==> src/rtl/spi_frame_slave.sv <==
// Oversampling SPI slave (mode 0, MSB first) feeding the debug register bank.
// Deserializes R/W + address + data frames and serializes read data on MISO.
module spi_frame_slave #(
    parameter int NB_ADDR = 7,
    parameter int NB_DATA = 8,
    parameter int WR_HOLD = 4
) (
    input  logic               clk,
    input  logic               rst_n,
    input  logic               sclk,
    input  logic               ss_n,
    input  logic               mosi,
    output logic               miso,
    output logic               miso_oe,
    output logic [NB_ADDR-1:0] spi_addr,
    output logic [NB_DATA-1:0] spi_wdata,
    output logic               spi_wr_en,
    output logic               spi_ss_n,
    input  logic [NB_DATA-1:0] spi_rdata,
    output logic               frame_err
);

    // state | meaning
    // IDLE  | waiting for a qualified ss_n falling edge
    // HDR   | shifting in R/W bit and address
    // DATA  | shifting in data; serializing read data on MISO for reads
    // HOLD  | spi_wr_en held high for WR_HOLD cycles
    // DONE  | frame complete, sclk ignored until ss_n rises

    localparam int FL = 1 + NB_ADDR + NB_DATA;
    localparam int CW = $clog2(FL);
    localparam int HW = $clog2(WR_HOLD + 1);

    typedef enum logic [2:0] {IDLE, HDR, DATA, HOLD, DONE} state_t;

    state_t             state;
    logic               sclk_s1, sclk_s2, sclk_d;
    logic               ss_s1, ss_d;
    logic               mosi_s1, mosi_s2;
    logic [1:0]         warm_cnt;
    logic               armed;
    logic               sclk_rise, sclk_fall, ss_fall;
    logic [NB_ADDR-1:0] hdr_sr;
    logic [NB_DATA-2:0] data_sr;
    logic [NB_DATA-1:0] tx_sr;
    logic [NB_ADDR:0]   hdr_next;
    logic [NB_DATA-1:0] data_next;
    logic               rw;
    logic               tx_load;
    logic [CW-1:0]      bit_cnt;
    logic [HW-1:0]      hold_cnt;

    // A fall is only trusted once ss_n has been seen high after reset, so a
    // select held low through reset cannot start a frame mid-stream.
    always_ff @(posedge clk or negedge rst_n) begin
        if (!rst_n) begin
            sclk_s1  <= 1'b0;
            sclk_s2  <= 1'b0;
            sclk_d   <= 1'b0;
            ss_s1    <= 1'b1;
            spi_ss_n <= 1'b1;
            ss_d     <= 1'b1;
            mosi_s1  <= 1'b0;
            mosi_s2  <= 1'b0;
            warm_cnt <= 2'd3;
            armed    <= 1'b0;
        end else begin
            sclk_s1  <= sclk;
            sclk_s2  <= sclk_s1;
            sclk_d   <= sclk_s2;
            ss_s1    <= ss_n;
            spi_ss_n <= ss_s1;
            ss_d     <= spi_ss_n;
            mosi_s1  <= mosi;
            mosi_s2  <= mosi_s1;
            if (warm_cnt != 2'd0)
                warm_cnt <= warm_cnt - 2'd1;
            else if (spi_ss_n)
                armed <= 1'b1;
        end
    end

    assign sclk_rise = sclk_s2 & ~sclk_d;
    assign sclk_fall = ~sclk_s2 & sclk_d;
    assign ss_fall   = armed & ss_d & ~spi_ss_n;
    assign hdr_next  = {hdr_sr, mosi_s2};
    assign data_next = {data_sr, mosi_s2};

    always_ff @(posedge clk or negedge rst_n) begin
        if (!rst_n) begin
            state     <= IDLE;
            hdr_sr    <= '0;
            data_sr   <= '0;
            tx_sr     <= '0;
            rw        <= 1'b0;
            tx_load   <= 1'b0;
            bit_cnt   <= '0;
            hold_cnt  <= '0;
            spi_addr  <= '0;
            spi_wdata <= '0;
            spi_wr_en <= 1'b0;
            miso      <= 1'b0;
            miso_oe   <= 1'b0;
            frame_err <= 1'b0;
        end else begin
            frame_err <= 1'b0;
            tx_load   <= 1'b0;
            case (state)
                IDLE: begin
                    bit_cnt <= '0;
                    miso_oe <= 1'b0;
                    miso    <= 1'b0;
                    if (ss_fall) begin
                        state   <= HDR;
                        bit_cnt <= CW'(NB_ADDR);
                    end
                end
                HDR: begin
                    if (spi_ss_n) begin
                        state     <= IDLE;
                        frame_err <= 1'b1;
                        miso_oe   <= 1'b0;
                        miso      <= 1'b0;
                    end else if (sclk_rise) begin
                        hdr_sr <= hdr_next[NB_ADDR-1:0];
                        if (bit_cnt == '0) begin
                            spi_addr <= hdr_next[NB_ADDR-1:0];
                            rw       <= hdr_next[NB_ADDR];
                            tx_load  <= 1'b1;
                            bit_cnt  <= CW'(NB_DATA - 1);
                            state    <= DATA;
                        end else begin
                            bit_cnt <= bit_cnt - 1'b1;
                        end
                    end
                end
                DATA: begin
                    miso_oe <= rw;
                    // spi_addr settled last cycle, so spi_rdata is valid now
                    if (tx_load)
                        tx_sr <= spi_rdata;
                    if (spi_ss_n) begin
                        state     <= IDLE;
                        frame_err <= 1'b1;
                        miso_oe   <= 1'b0;
                        miso      <= 1'b0;
                    end else begin
                        if (sclk_fall && rw) begin
                            miso  <= tx_sr[NB_DATA-1];
                            tx_sr <= {tx_sr[NB_DATA-2:0], 1'b0};
                        end
                        if (sclk_rise) begin
                            data_sr <= data_next[NB_DATA-2:0];
                            if (bit_cnt == '0) begin
                                if (rw) begin
                                    state <= DONE;
                                end else begin
                                    state     <= HOLD;
                                    spi_wdata <= data_next;
                                    spi_wr_en <= 1'b1;
                                    hold_cnt  <= HW'(WR_HOLD - 1);
                                end
                            end else begin
                                bit_cnt <= bit_cnt - 1'b1;
                            end
                        end
                    end
                end
                HOLD: begin
                    if (hold_cnt == '0) begin
                        spi_wr_en <= 1'b0;
                        state     <= DONE;
                    end else begin
                        hold_cnt <= hold_cnt - 1'b1;
                    end
                end
                DONE: begin
                    // Level test: ss_n may already have risen during HOLD
                    if (spi_ss_n) begin
                        state   <= IDLE;
                        miso_oe <= 1'b0;
                        miso    <= 1'b0;
                    end
                end
                default: state <= IDLE;
            endcase
        end
    end

endmodule

==> config.mk <==
export PLATFORM = sky130hd
export DESIGN_NAME = spi_frame_slave
export DESIGN_NICKNAME = d
export VERILOG_FILES = /design/src/rtl/spi_frame_slave.sv
export SDC_FILE = /design/constraint.sdc
export NUM_CORES = 1
export LEC_CHECK = 0
export ABC_AREA = 1
export CELL_PAD_IN_SITES_DETAIL_PLACEMENT = 1
export CELL_PAD_IN_SITES_GLOBAL_PLACEMENT = 1
export CORE_MARGIN = 8
export CORE_UTILIZATION = 43
export CTS_CLUSTER_DIAMETER = 120
export DETAILED_ROUTE_END_ITERATION = 10
export PLACE_DENSITY_LB_ADDON = 0.1
export SLEW_MARGIN = 20
export SYNTH_ARGS = -nofsm -noshare
export SYNTH_HDL_FRONTEND = slang
export SYNTH_SLANG_ARGS = --single-unit
==> constraint.sdc <==
create_clock -name clk -period 1.5 [get_ports clk]
set_input_delay 0.3 -clock clk [delete_from_list [all_inputs] [get_ports clk]]
set_output_delay 0.3 -clock clk [all_outputs]
set_load 0.01 [all_outputs]
==> metrics.md <==
| Metric | Value |
|---|---|
| Vias in the first global route | `2683` |
| Initial antenna violation count | `0` |
| Height of the die | `100 µm` |
| Slew Viols, Final | `0` |
| Drt initial violations | `93` |
| Main synth FF type | `dfrtp_1` |
| FF+latch count, synth | `64` |
| CP required | `1.78 ns` |
| Overall routing resource usage | `15.9%` |
| Post-route minimum period | `1.44 ns` |
| Post-Layout Inst Area | `3900 µm²` |
| FP Rows | `30` |
| IO Count | `33` |
| Area of the mapped netlist | `3050 µm²` |
| Synth top area cells | `dfrtp_1, nand2_1, inv_1, dfstp_2, o21ai_0` |
| Status | `completed` |
| Drc violations | `0` |
| Yosys top cell area share | `48.4%` |
| Post-synth ARST share | `100%` |
| Largest net degree at the start of global routing | `26` |
| IO Port Bufs | `32` |
| Core area | `6830 µm²` |
| Finished Core Util | `57.1%` |
| Hpwl dp | `5.38 mm` |
| ANT nets after route | `0` |
| CTS tree | `done` |
| Cells after Synth | `343` |
| Drt wl/cell | `14.8 µm` |
| Post-layout nets | `421` |
| Max Cap Violations | `0` |
| Syn nets | `360` |
| Top Family by Delay on Critical Path | `simple AND/OR/NAND/NOR gates` |
| RD Place Congestion | `0.810` |
| Die Footprint | `10000 µm²` |
| EDFF count, synth | `0` |
| CP cell instances | `buf_6, nand2_1, nor2_4, buf_4, nand2_1, nand2_1, inv_1, nand2_1, nand2_1, nand2_1` |
| Final std cells w/o fill | `505` |
| Crit path buf inv count | `3` |
| Vias/cell | `4.90` |
| Worst EP arrival | `1.71 ns` |
| Root Buffer | `clkbuf_8` |
| Placed cell area | `3600 µm²` |
| N_diodes | `0` |
| Cell mode on critical path | `nand2_1` |
| Proportion of layout cells with a drive suffix above 1 | `22.5%` |
| Initial DRT Pass Iterations | `4` |
| Clk pin slew, worst setup/hold paths | `0.08 ns` |
| P_leak | `1.92 nW` |
| Chip width | `100 µm` |
| PD cells | `1600 nW/µm²` |
| Slowest-stage cell, CP | `dfrtp_1` |
| Maximum clock insertion buffer count | `2` |
| Setup Viol. Count Final | `0` |
| First-pass GRT wire length | `12.7 mm` |
| Overflow after GRT | `0` |
| Number of fill cells in the layout | `822` |
| Area grow syn2layout | `27.9%` |
| Via count | `2477` |
| Placed cells | `482` |
| # H-tree levels | `3` |
| Worst ir drop on vdd | `0.744 mV` |
| DRT Wirelength | `7.50 mm` |
| Relative slew slack | `69.5%` |
| Post-synthesis cell type count | `28` |
| Clock Sinks | `64` |
| Tcrit/Tclk final | `95.9%` |
| HP Class | `reg2reg` |
| Layout Skew | `0.0102 ns` |
| R2R Setup Slk | `0.06 ns` |
| Mean Syn Cell Area | `8.89 µm²` |
| Most frequent cells after synthesis | `nand2_1, dfrtp_1, inv_1` |
| YS warnings | `0` |
| Post-synthesis sequential area ratio | `52.7%` |
| Max FO, Critical Path | `6` |
| Slew @ Worst Pin | `0.457 ns` |
| Setup crit start kind | `flop` |
| Initial core utilization | `44.6%` |
| Critical path class | `reg2reg` |
| Final Hold Vio Count | `0` |
| Max Clock Freq | `695 MHz` |
| CP max stage delay | `0.41 ns` |
| Clk_lat worst skew | `0.34 ns` |
| TritonCTS Buffers | `9` |
| Top-count cell post-synth | `nand2_1` |
| CP endpoint kind | `flop` |
| Yosys top cell by area | `dfrtp_1` |
-- worst register-to-register path: stages, from the launching register on --
cell	delay, ns
dfrtp_1	0.41
buf_6	0.14
nand2_1	0.08
nor2_4	0.15
buf_4	0.15
nand2_1	0.08
nand2_1	0.10
inv_1	0.07
nand2_1	0.08
nand2_1	0.05
nand2_1	0.05
-- cell families (layout without fill, tap and decap cells) --
kind of cell    after synthesis  count (layout)  synth area share (%)
compound gates               53              53                  9.68
xor+xnor                      3               3                 0.862
fa+ha+maj                     4               4                  1.64
buf+inv                      49             115                  7.71
flops                        64              64                  52.7
simple gates                170             170                  27.4
-- metrics by stage --
step	hold WS [ns]	setup slack, ns	setup TNS (ns)	power (mW)
4_1_cts	0.352	0.0112	0	6.11
3_5_place_dp	0.276	-0.102	-0.563	4.59
2_1_floorplan	0.00441	0.0684	0	3.79
6_report	0.358	0.0622	0	6.25
3_3_place_gp	0.273	0.0157	0	4.48
5_1_grt	0.363	-0.0340	-0.0357	6.70
-- placed cells by master (no fill, tap or decap), types with 2 or more instances in the layout --
cell type        count
buf_12               6
buf_4               18
clkbuf_8             9
clkdlybuf4s50_1     11
clkinv_2             3
dfrtp_1             57
dfrtp_2              2
dfstp_2              5
dlygate4sd2_1       19
ha_1                 3
inv_1               35
inv_2                5
nand2_1            111
nand2_2              7
nand2_4              5
nand3_1             14
nand3_2              3
nand3_4              3
nand4_1              2
nor2_1               7
nor2_2               2
nor2_4               8
nor3_1               7
o21ai_0             23
o21ai_1             19
o21ai_2              8
xnor2_1              3
-- worst paths after layout --
path	start	endpoint	cells after the start
setup / recovery	state[0]	bit_cnt[1]	10
hold / removal	ss_s1	spi_ss_n	0
setup reg to reg	state[0]	bit_cnt[1]	10
hold reg to reg	ss_s1	spi_ss_n	0
max in group asynchronous	rst_n	ss_d	3
min in group asynchronous	rst_n	hdr_sr[5]	2
-- final cells by class --
| type | instances | area (µm²) | area share, % |
|---|---|---|---|
| timing repair buffer | 58 | 568 | 14.6 |
| multi-input combinational | 230 | 1250 | 32.2 |
| sequential | 64 | 1610 | 41.3 |
| clock inverter | 6 | 61.3 | 1.57 |
| inverter | 41 | 159 | 4.07 |
| clock buffer | 10 | 128 | 3.27 |
| tap | 96 | 120 | 3.08 |
-- per-layer routing --
metal | share of wire [%] | GRT usage [%] | vias to the layer above
li1 | - | - | 1200
met1 | 46 | 19.1 | 1230
met2 | 50 | 27.0 | 35
met3 | 2.9 | 3.94 | 12
met4 | 1.4 | 5.23 | 0
met5 | 0 | 0 | -
-- registers in the layout, indices dropped and copies added, names as in the netlist, 2 cells and up --
name       count
bit_cnt        4
data_sr        7
hold_cnt       3
spi_wdata      8
hdr_sr         7
warm_cnt       2
state          3
tx_sr          8
spi_addr       7
-- power by group --
part           switching, mW  total, mW  leakage [nW]  internal [mW]
Sequential             0.250       2.34         0.826           2.09
Clock                  0.679       1.44        0.0960          0.762
Combinational           1.44       2.48          1.00           1.04
-- timing repair --
item | CTS | global route
hold buffers | 1 | 0
pin swaps | 2 | 3
resized for setup | 24 | 13
buffers inserted | 3 | 3
hold endpoints to repair | 11 | 0
setup endpoints to repair | 36 | 24
Power figures use the tool's default switching activity.
